**src/rtl/store_queue_align.sv**
```systemverilog
// ----------------------------------------------------------------------------
// store_queue_align
//   Buffered store aligner between the MEM stage and the data-memory/bus bridge.
//   Each incoming store (sw/sh/sb/swl/swr) is turned into a word address, a
//   32-bit lane-aligned data word and a 4-bit byte enable. Aligned stores are
//   queued in a DEPTH-entry FIFO. A store to the same word as the youngest
//   entry is merged into that entry, but never into the entry on the memory
//   bus. The FIFO drains over a valid/ready handshake. A combinational lookup
//   tells the load path whether any pending store overlaps a load.
//
// Ports
//   clk_i          clock, rising edge
//   reset_ni       asynchronous active-low reset
//   in_valid_i     store request present
//   in_ready_o     request can be accepted this cycle
//   in_ctrl_i      000 none, 001 sw, 010 sh, 011 sb, 100 swl, 101 swr, 11x none
//   in_addr_i      byte address of the store
//   in_data_i      unaligned store data (rt)
//   mem_valid_o    head entry presented to memory
//   mem_ready_i    memory accepts the head entry
//   mem_addr_o     head word address, bits [1:0] = 00
//   mem_data_o     head lane data
//   mem_byteen_o   head byte enables
//   lu_addr_i      load address to check
//   lu_byteen_i    bytes the load reads
//   lu_hit_o       a pending entry overlaps the load
//   align_err_o    one-cycle pulse after a misaligned sw/sh was dropped
//   count_o        number of valid entries
//   empty_o        count_o == 0
//   full_o         count_o == DEPTH
// ----------------------------------------------------------------------------

// One queue slot: holds a word address, lane data and byte enables, and
// answers the load-hazard lookup for itself.
module store_queue_align_entry #(
   parameter int WAW = 30
) (
   input  logic           clk_i,
   input  logic           reset_ni,
   input  logic           alloc_i,
   input  logic           merge_i,
   input  logic           pop_i,
   input  logic [WAW-1:0] waddr_i,
   input  logic [31:0]    data_i,
   input  logic [3:0]     en_i,
   input  logic [WAW-1:0] lu_waddr_i,
   input  logic [3:0]     lu_byteen_i,
   output logic           vld_o,
   output logic [WAW-1:0] waddr_o,
   output logic [31:0]    data_o,
   output logic [3:0]     en_o,
   output logic           lu_hit_o
);
   logic           vld_q;
   logic [WAW-1:0] waddr_q;
   logic [31:0]    data_q;
   logic [3:0]     en_q;
   logic [31:0]    mrg_data;

   // Bytes enabled by the new store replace the held bytes; others are kept.
   always_comb begin
      mrg_data = data_q;
      for (int b = 0; b < 4; b++) begin
         if (en_i[b]) mrg_data[8*b +: 8] = data_i[8*b +: 8];
      end
   end

   // alloc/merge/pop never target this slot together: alloc needs a free
   // slot, and merge only hits the youngest slot, which is never the head.
   always_ff @(posedge clk_i or negedge reset_ni) begin
      if (!reset_ni) begin
         vld_q   <= 1'b0;
         waddr_q <= '0;
         data_q  <= '0;
         en_q    <= '0;
      end else if (alloc_i) begin
         vld_q   <= 1'b1;
         waddr_q <= waddr_i;
         data_q  <= data_i;
         en_q    <= en_i;
      end else if (merge_i) begin
         data_q  <= mrg_data;
         en_q    <= en_q | en_i;
      end else if (pop_i) begin
         vld_q   <= 1'b0;
      end
   end

   assign vld_o    = vld_q;
   assign waddr_o  = waddr_q;
   assign data_o   = data_q;
   assign en_o     = en_q;
   assign lu_hit_o = vld_q && (waddr_q == lu_waddr_i) && |(en_q & lu_byteen_i);
endmodule

module store_queue_align #(
   parameter int AW    = 32,
   parameter int DEPTH = 4,
   parameter int CW    = $clog2(DEPTH + 1)
) (
   input  logic          clk_i,
   input  logic          reset_ni,
   input  logic          in_valid_i,
   output logic          in_ready_o,
   input  logic [2:0]    in_ctrl_i,
   input  logic [AW-1:0] in_addr_i,
   input  logic [31:0]   in_data_i,
   output logic          mem_valid_o,
   input  logic          mem_ready_i,
   output logic [AW-1:0] mem_addr_o,
   output logic [31:0]   mem_data_o,
   output logic [3:0]    mem_byteen_o,
   input  logic [AW-1:0] lu_addr_i,
   input  logic [3:0]    lu_byteen_i,
   output logic          lu_hit_o,
   output logic          align_err_o,
   output logic [CW-1:0] count_o,
   output logic          empty_o,
   output logic          full_o
);
   localparam int WAW = AW - 2;
   localparam int PW  = $clog2(DEPTH);

   typedef struct packed {
      logic [WAW-1:0] waddr;
      logic [31:0]    data;
      logic [3:0]     en;
   } sq_req_t;

   logic [PW-1:0] wr_ptr_q, wr_ptr_d, rd_ptr_q, rd_ptr_d, yng_ptr;
   logic [CW-1:0] count_q, count_d;
   logic          align_err_q, align_err_d;

   sq_req_t       req;
   logic          is_store, misal;
   logic          accept, do_store, push, merge, pop, merge_hit;
   logic [1:0]    a;

   logic [DEPTH-1:0]          ent_vld, ent_lu_hit;
   logic [DEPTH-1:0][WAW-1:0] ent_waddr;
   logic [DEPTH-1:0][31:0]    ent_data;
   logic [DEPTH-1:0][3:0]     ent_en;

   // Load byte offset is irrelevant: overlap is judged by word and byte enable.
   logic lu_unused;
   assign lu_unused = ^lu_addr_i[1:0];

   // ---------------- alignment ----------------
   assign a = in_addr_i[1:0];

   always_comb begin
      req.waddr = in_addr_i[AW-1:2];
      req.data  = in_data_i;
      req.en    = 4'b0000;
      is_store  = 1'b0;
      misal     = 1'b0;
      case (in_ctrl_i)
         3'b001: begin                        // sw
            is_store = 1'b1;
            req.en   = 4'b1111;
            misal    = (a != 2'b00);
         end
         3'b010: begin                        // sh
            is_store = 1'b1;
            req.data = in_data_i << {a[1], 4'b0000};
            req.en   = 4'b0011 << {a[1], 1'b0};
            misal    = a[0];
         end
         3'b011: begin                        // sb
            is_store = 1'b1;
            req.data = in_data_i << {a, 3'b000};
            req.en   = 4'b0001 << a;
         end
         3'b100: begin                        // swl: shift by 3-a == ~a
            is_store = 1'b1;
            req.data = in_data_i >> {~a, 3'b000};
            req.en   = 4'b1111 >> ~a;
         end
         3'b101: begin                        // swr
            is_store = 1'b1;
            req.data = in_data_i << {a, 3'b000};
            req.en   = 4'b1111 << a;
         end
         default: ;                           // none / 11x
      endcase
   end

   // ---------------- queue control ----------------
   assign yng_ptr = wr_ptr_q - PW'(1);
   assign empty_o = (count_q == '0);
   assign full_o  = (count_q == CW'(DEPTH));

   // With a single entry the youngest is the head, which is on the bus and
   // must stay stable, so merging needs at least two entries.
   assign merge_hit = (count_q >= CW'(2)) && ent_vld[yng_ptr] &&
                      (ent_waddr[yng_ptr] == in_addr_i[AW-1:2]);

   // No bypass from mem_ready: a pop in the same cycle does not free a slot.
   assign in_ready_o = !full_o || merge_hit;
   assign accept     = in_valid_i && in_ready_o;
   assign do_store   = accept && is_store && !misal;
   assign push       = do_store && !merge_hit;
   assign merge      = do_store && merge_hit;
   assign pop        = mem_valid_o && mem_ready_i;

   always_comb begin
      wr_ptr_d    = push ? wr_ptr_q + PW'(1) : wr_ptr_q;
      rd_ptr_d    = pop  ? rd_ptr_q + PW'(1) : rd_ptr_q;
      count_d     = count_q;
      if (push && !pop)      count_d = count_q + CW'(1);
      else if (!push && pop) count_d = count_q - CW'(1);
      align_err_d = accept && misal;
   end

   always_ff @(posedge clk_i or negedge reset_ni) begin
      if (!reset_ni) begin
         wr_ptr_q    <= '0;
         rd_ptr_q    <= '0;
         count_q     <= '0;
         align_err_q <= 1'b0;
      end else begin
         wr_ptr_q    <= wr_ptr_d;
         rd_ptr_q    <= rd_ptr_d;
         count_q     <= count_d;
         align_err_q <= align_err_d;
      end
   end

   // ---------------- entries ----------------
   for (genvar i = 0; i < DEPTH; i++) begin : g_ent
      store_queue_align_entry #(.WAW(WAW)) u_ent (
         .clk_i       (clk_i),
         .reset_ni    (reset_ni),
         .alloc_i     (push  && (wr_ptr_q == PW'(i))),
         .merge_i     (merge && (yng_ptr  == PW'(i))),
         .pop_i       (pop   && (rd_ptr_q == PW'(i))),
         .waddr_i     (req.waddr),
         .data_i      (req.data),
         .en_i        (req.en),
         .lu_waddr_i  (lu_addr_i[AW-1:2]),
         .lu_byteen_i (lu_byteen_i),
         .vld_o       (ent_vld[i]),
         .waddr_o     (ent_waddr[i]),
         .data_o      (ent_data[i]),
         .en_o        (ent_en[i]),
         .lu_hit_o    (ent_lu_hit[i])
      );
   end

   // Head fields come straight from entry registers; the head slot is never
   // written while it is valid, so the beat holds until it is accepted.
   assign mem_valid_o  = !empty_o;
   assign mem_addr_o   = {ent_waddr[rd_ptr_q], 2'b00};
   assign mem_data_o   = ent_data[rd_ptr_q];
   assign mem_byteen_o = ent_en[rd_ptr_q];

   assign lu_hit_o    = |ent_lu_hit;
   assign align_err_o = align_err_q;
   assign count_o     = count_q;
endmodule

```
**config.mk**
```make
export PLATFORM = sky130hd
export DESIGN_NAME = store_queue_align
export DESIGN_NICKNAME = d
export VERILOG_FILES = /design/src/rtl/store_queue_align.sv
export SDC_FILE = /design/constraint.sdc
export NUM_CORES = 1
export LEC_CHECK = 0
export ABC_AREA = 1
export CAP_MARGIN = 40
export CORE_UTILIZATION = 55
export DETAILED_ROUTE_END_ITERATION = 12
export MAX_ROUTING_LAYER = met4
export PLACE_DENSITY = 0.85
export SLEW_MARGIN = 10
export SYNTH_ARGS = -nofsm -noshare
export SYNTH_HDL_FRONTEND = slang
export SYNTH_SLANG_ARGS = --single-unit
```
**constraint.sdc**
```tcl
create_clock -name clk_i -period 7.4 [get_ports clk_i]
set_input_delay 1.48 -clock clk_i [delete_from_list [all_inputs] [get_ports clk_i]]
set_output_delay 1.48 -clock clk_i [all_outputs]
set_load 0.01 [all_outputs]
```
Yosys cells after proc, flatten, opt, wreduce, memory -nomap -nowiden
Cells that the tools add are included.
Widths: inputs -> output; s select.
- word-level logic and storage cells: 223
- register bits after elaboration: 276
- bits of input ports: 107
- bitwise operators: 9
- mux-type cells: 48
- shift operators: 7
- add/sub/neg operators: 5
- magnitude comparators: 3
- reductions and logical operators: 95
- equal/unequal tests: 24
- operators by type and width (operator ; count):
    $mux 32 ; 9
    $eq 30x30->1 ; 5
    $bmux 30 s2 ; 2
    $pmux 32 s3 ; 1
    $bmux 32 s2 ; 1
    $shl 32x5->32 ; 2
    $mux 30 ; 2
    $reduce_bool 2->1 ; 26
    $reduce_and 2->1 ; 20
    $mux 4 ; 9
    $mux 8 ; 4
    $shr 32x5->32 ; 1
    $logic_and 1x1->1 ; 31
    $pmux 4 s5 ; 1
    $reduce_or 4->1 ; 5
    $and 4x4->4 ; 4
    $or 4x4->4 ; 4
    $mux 1 ; 14
    $eq 2x2->1 const B ; 6
    $eq 3x3->1 const B ; 3
    $bmux 4 s2 ; 1
    $ne 2x1->1 const B ; 4
    $eq 2x1->1 const B ; 3
    $eq 3x2->1 const B ; 2
    21 further kinds ; 31

Depth between registers and ports, before layout
- depth after elaboration: 14
- mapped depth: 24
- depth with buffers taken out: 21

Hierarchy
Synthesis repeated with hierarchy kept, for this count alone.
- cells, all modules: 2411
- area, all modules: 17695.7 µm²
- by module, submodules not included (module ; cells each ; seq. area each (µm²) ; area an instance (µm²) ; instances):
    store_queue_align_entry ; 327 ; 1676.6 ; 3067.9 ; 4
    store_queue_align ; 1103 ; 200.2 ; 5424.0 ; 1

Worst setup path after synthesis
OpenSTA, ideal clock, no wires.
- kind: input -> output
- start: in lu_addr_i[6]
- end: out lu_hit_o
- cell stages on the path: 6
- arrival: 2.493 ns
- data required time: 5.920 ns
- slack: 3.427 ns
- cells stage by stage: clkbuf_1 xnor2_1 nand4_1 nor4b_1 nand3_1 o221ai_1
- word-level cells in the longest chain between the ends: 4
- elaborated cells between the ends (all ways): 13
- those cells by class: 4 x eq/ne; 9 x reduce/logical
- ends and longest elaborated chain (what ; RTL line ; source):
    start, declared ; 113 ; input logic [AW-1:0] lu_addr_i,
    $eq 30x30->1 ; 93 ; assign lu_hit_o = vld_q && (waddr_q == lu_waddr_i) && |(en_q & lu_byteen_i);
    $logic_and 1x1->1 (2 in a row) ; 93 ;
    $reduce_or 4->1 (*) ; 257 ; assign lu_hit_o = |ent_lu_hit;
    end, declared ; 115 ; output logic lu_hit_o,
Mark *: on every way between the ends. The rest lies on a longest branch, timed or not.

Worst setup path after layout
- start: reg wr_ptr_q[0]
- end: out in_ready_o
- word-level cells in the longest chain between the ends: 6
- elaborated cells between the ends (all ways): 9
- those cells by class: 1 x add/sub; 1 x eq/ne; 4 x mux; 3 x reduce/logical
- ends and longest elaborated chain (what ; RTL line ; source):
    start, declared ; 130 ; logic [PW-1:0] wr_ptr_q, wr_ptr_d, rd_ptr_q, rd_ptr_d, yng_ptr;
    start signal, assigned ; 222 ; wr_ptr_q <= wr_ptr_d;
    $sub 2x1->2 (*) ; 189 ; assign yng_ptr = wr_ptr_q - PW'(1);
    $bmux 30 s2 or $bmux 1 s2 (tied branches) ; 196, 195 ;
    $mux 30 (implied by the code) or $mux 1 (tied branches) ; 196, 195 ;
    $eq 30x30->1 or $logic_and 1x1->1 (tied branches) ; 196, 195 ;
    $logic_and 1x1->1 (*) ; 195 ; assign merge_hit = (count_q >= CW'(2)) && ent_vld[yng_ptr] &&
    $logic_or 1x1->1 (*) ; 199 ; assign in_ready_o = !full_o || merge_hit;
    end, declared ; 104 ; output logic in_ready_o,
Mark *: on every way between the ends. The rest lies on a longest branch, timed or not. The select of a mux whose other input is x is not followed.

==> metrics.md <==
| Metric | Value |
|---|---|
| Routed len/inst | `23.1 um` |
| Die height | `approximately 180 um` |
| Largest net degree at the start of global routing | `about 160` |
| Clk network pwr share | `0.160` |
| Critical path fanouts, max | `67` |
| # diodes | `0` |
| Most used DFF post-synth | `sky130_fd_sc_hd__dfrtp_1` |
| Fin crit share | `0.784` |
| Max Root-Sink Buffers | `3` |
| Die Outline Area | `roughly 0.033 mm2` |
| Vias in the first global route | `~19000` |
| Area delta synth->final | `16.1%` |
| Routability cong. | `1.10` |
| Sequential fraction of design power | `0.300` |
| Initial core utilization | `0.563` |
| Gate count after technology mapping | `roughly 2600` |
| Kind of start point of the critical path | `flop` |
| Io pins | `about 180` |
| Peak VDD IR | `0.300 mV` |
| Post-cts repair resize count | `0` |
| Register clock-pin slew on the reported worst setup and hold paths | `about 0.070 ns` |
| Delay contributed by the slowest stage of the critical path | `a little over 0.6 ns` |
| Most used cell, CP | `sky130_fd_sc_hd__nand2_1` |
| WHS Path Cells | `2` |
| Number of buffers inserted by post-CTS setup repair | `0` |
| Width of the chip | `roughly 180 um` |
| Worst Skew | `between 0.05 and 0.06 ns` |
| Clock root buffer | `sky130_fd_sc_hd__clkbuf_16` |
| Number of buffers created by CTS | `30` |
| Worst Hold Launch | `g_ent[2].u_ent.data_o[24]` |
| Cell taking the most area after synthesis | `sky130_fd_sc_hd__dfrtp_1` |
| Setup TNS Final | `0 ns` |
| Number of distinct standard cells referenced by the synthesized netlist | `47` |
| Hold Worst Slack | `0.504 ns` |
| Total core area | `about 0.032 mm2` |
| Register-to-Register Path Depth | `16` |
| Antenna violations before repair | `0` |
| Power Dens Cells | `460 mW/mm2` |
| Sum of routed wire length over all layers | `~72 mm` |
| Reg2reg start | `wr_ptr_q[0]` |
| Run status | `completed` |
| Vias | `about 20000` |
| Crit path DAT | `~4.3 ns` |
| Number of buffers added on ports | `about 180` |
| Detailed Place HPWL | `50.1 mm` |
| Number of endpoints with negative hold slack in the final report | `0` |
| Ratio of routed vias to standard cells | `6.41` |
| Nets | `2787` |
| Combinational share of power | `0.539` |
| Share of final-layout standard cells stronger than drive strength 1 | `0.0454` |
| Fraction of power spent switching nets | `0.491` |
| Number of sinks handled by clock tree synthesis | `276` |
| Post-route DRC | `0` |
| H-tree depth reported by CTS | `1` |
| Max capacitance violation total | `0` |
| Number of standard cells in the layout, taps in and fillers out | `between 3000 and 4000` |
| Share of synthesized area occupied by flip-flops and latches | `0.386` |
| Synth Cell Area | `roughly 0.018 mm2` |
| Highest Clock Rate | `172 MHz` |
| First-pass iteration count of the detailed router | `8` |
| GRT Total Usage | `0.445` |
| Type of the worst setup path | `flop to output port` |
| Min Clock Period, post-route | `5.80 ns` |
| Number of enable flip-flop cells after synthesis | `0` |
| Critical-path cell list | `inv_6 -> ha_1 -> inv_2 -> nand3_1 -> nand2_1 -> nand2_1 -> nand2_1 -> nand2_1 -> nor2_1 -> nand2_1 -> nor2_1 -> nand2_2 -> nand2_4 -> clkdlybuf4s50_1` |
| Overflow left after global routing | `0` |
| DRT antenna net count | `0` |
| Synthesized flop and latch total | `276` |
| Area share of the largest cell type after synthesis | `0.386` |
| Relative max-transition margin | `0.355` |
| Power dissipated by switching net loads | `around 4.7 mW` |
| Endpoints failing setup | `0` |
| Pleak | `9.95 nW` |
| Category of the worst setup path capture point | `output port` |
| Master of the slowest instance on the critical path | `sky130_fd_sc_hd__inv_2` |
| Initial DRC Count | `3017` |
| Total internal power | `just under 5 mW` |
| Average cell area after synthesis | `approximately 7.0 um2` |
| Clock Latency Late Sink | `0.60 ns` |
| Cell total after placement | `3069` |
| Wire length of the first global-routing pass | `around 110 mm` |
| TritonCTS clock tree | `done` |
| Site Rows | `65` |
| Type of the most critical hold path | `flop to flop` |
| Unrepaired setup endpoints after global routing | `no` |
| Proportion of register bits with asynchronous set or reset after synthesis | `1.00` |
| Largest cells by area after synthesis | `sky130_fd_sc_hd__dfrtp_1 39%, sky130_fd_sc_hd__nand2_1 15%, sky130_fd_sc_hd__nand3_1 11%` |
| Post-cts hold buffer count | `0` |
| Number of pins exceeding their max-slew limit in the final report | `0` |
| Launch point of the worst path | `wr_ptr_q[0]` |
| Crit path required time | `~5.9 ns` |
| Warnings from Yosys | `0` |
| Least-Margin Pin Slew | `between 0.9 and 1 ns` |
==> area by class of cell <==
type                       instances  area [um2]
clock buffer                      44         883
clock inverter                     9         106
fill                            2774       11000
inverter                         220         833
multi-input combinational       1936        9430
sequential                       276        6910
tap                              435         544
timing repair buffer             202        2070
==> state kept, by name (all words and copies together) (netlist names) <==
| name | cells |
|---|---|
| wr_ptr_q | 2 |
| g_ent.u_ent.en_o | 16 |
| align_err_o | 1 |
| g_ent.u_ent.waddr_o | 120 |
| count_o | 3 |
| rd_ptr_q | 2 |
| g_ent.u_ent.vld_o | 4 |
| g_ent.u_ent.data_o | 128 |
==> path summary, 6_finish.rpt <==
path / endpoint / slack (ns)
max in group asynchronous: g_ent[1].u_ent.data_o[21] / 4.96
max: in_ready_o / 1.60
min: g_ent[2].u_ent.data_o[24] / 0.50
min reg2reg: g_ent[2].u_ent.data_o[24] / 0.50
min in group asynchronous: g_ent[1].u_ent.waddr_o[18] / 0.97
max reg2reg: g_ent[0].u_ent.data_o[26] / 2.01
==> cell usage in the layout, fill, tap and decap left out, types with 5 or more instances in the layout <==
master                              n
sky130_fd_sc_hd__clkbuf_8           8
sky130_fd_sc_hd__or2_2              6
sky130_fd_sc_hd__clkdlybuf4s50_1  178
sky130_fd_sc_hd__inv_2             11
sky130_fd_sc_hd__nand3_4           10
sky130_fd_sc_hd__o211ai_1          29
sky130_fd_sc_hd__nor4_1            14
sky130_fd_sc_hd__xor2_1            19
sky130_fd_sc_hd__nor2_1           159
sky130_fd_sc_hd__nand3_1          403
sky130_fd_sc_hd__inv_1            205
sky130_fd_sc_hd__dfrtp_1          274
sky130_fd_sc_hd__xnor2_1           10
sky130_fd_sc_hd__o21ai_0          294
sky130_fd_sc_hd__a21oi_1           97
sky130_fd_sc_hd__o22ai_1          113
sky130_fd_sc_hd__a221oi_1          10
sky130_fd_sc_hd__nand2_1          695
sky130_fd_sc_hd__buf_4             17
sky130_fd_sc_hd__nand2_4            5
sky130_fd_sc_hd__clkbuf_1           6
sky130_fd_sc_hd__clkinv_2           6
sky130_fd_sc_hd__ha_1              13
sky130_fd_sc_hd__o21ai_1            8
sky130_fd_sc_hd__nand4_1           16
sky130_fd_sc_hd__clkbuf_16         30
==> per-stage QoR <==
| stage | power (mW) | cell area (um2) | utilization | setup slack [ns] |
|---|---|---|---|---|
| after floorplan | 5.72 | 17900 | - | 3.43 |
| after global placement | 7.67 | 19700 | 0.618 | 1.77 |
| after detailed placement | 7.84 | 19800 | 0.622 | 1.77 |
| after CTS | 9.37 | 20800 | 0.653 | 1.64 |
| after global routing | 10.1 | 20800 | 0.653 | 1.41 |
| final | 9.55 | 20800 | 0.653 | 1.60 |
==> per-layer routing <==
metal	wire, um	up-vias	GRT usage
li1	-	8854	-
met1	26400	9362	0.560
met2	32700	1506	0.696
met3	8040	275	0.0623
met4	4990	0	0.247
met5	0	-	-
==> critical path: cells and delay by family (launching register included) <==
family | cells | cell delay [ns]
fa+ha+maj | 1 | 0.36
simple gates | 10 | 1.36
flops | 1 | 0.44
buf+inv | 3 | 1.58
==> synth_stat cells, types with 10 or more instances <==
cell type and number:
sky130_fd_sc_hd__xnor2_1 10, sky130_fd_sc_hd__ha_1 13, sky130_fd_sc_hd__o211ai_1 29, sky130_fd_sc_hd__buf_2 14, sky130_fd_sc_hd__inv_1 207, sky130_fd_sc_hd__o21ai_0 294, sky130_fd_sc_hd__clkbuf_1 84, sky130_fd_sc_hd__a21oi_1 97
sky130_fd_sc_hd__a221oi_1 10, sky130_fd_sc_hd__nand3_4 10, sky130_fd_sc_hd__xor2_1 19, sky130_fd_sc_hd__o22ai_1 113, sky130_fd_sc_hd__dfrtp_1 276, sky130_fd_sc_hd__nand4_1 16, sky130_fd_sc_hd__nand3_1 403, sky130_fd_sc_hd__inv_2 10
sky130_fd_sc_hd__nor4_1 14, sky130_fd_sc_hd__buf_6 21, sky130_fd_sc_hd__nand2_1 695, sky130_fd_sc_hd__nor2_1 159
==> power groups by stage <==
stage	Clock (mW)	Sequential [mW]	Combinational [mW]
4_1_cts	1.53	2.83	5.02
6_report	1.53	2.87	5.15
3_3_place_gp	0	2.82	4.85
5_1_grt	1.59	2.92	5.57
3_5_place_dp	0	2.85	4.99
2_1_floorplan	0	2.53	3.19
==> cells by family (layout without fill, tap and decap cells) <==
| group | after synthesis | count (layout) | share of synthesized area |
|---|---|---|---|
| and+or+nand+nor | 1327 | 1327 | 0.326 |
| AOI/OAI and AO/OA | 563 | 563 | 0.176 |
| buffers and inverters | 355 | 475 | 0.0871 |
| DFF | 276 | 276 | 0.386 |
| xor gates and xnor gates | 29 | 29 | 0.0142 |
| adders and majority gates | 14 | 14 | 0.0102 |
| other | 1 | 2 | 0.000210 |
| muxes | 1 | 1 | 0.000629 |
Note: power is estimated with default switching activity, not from simulation.
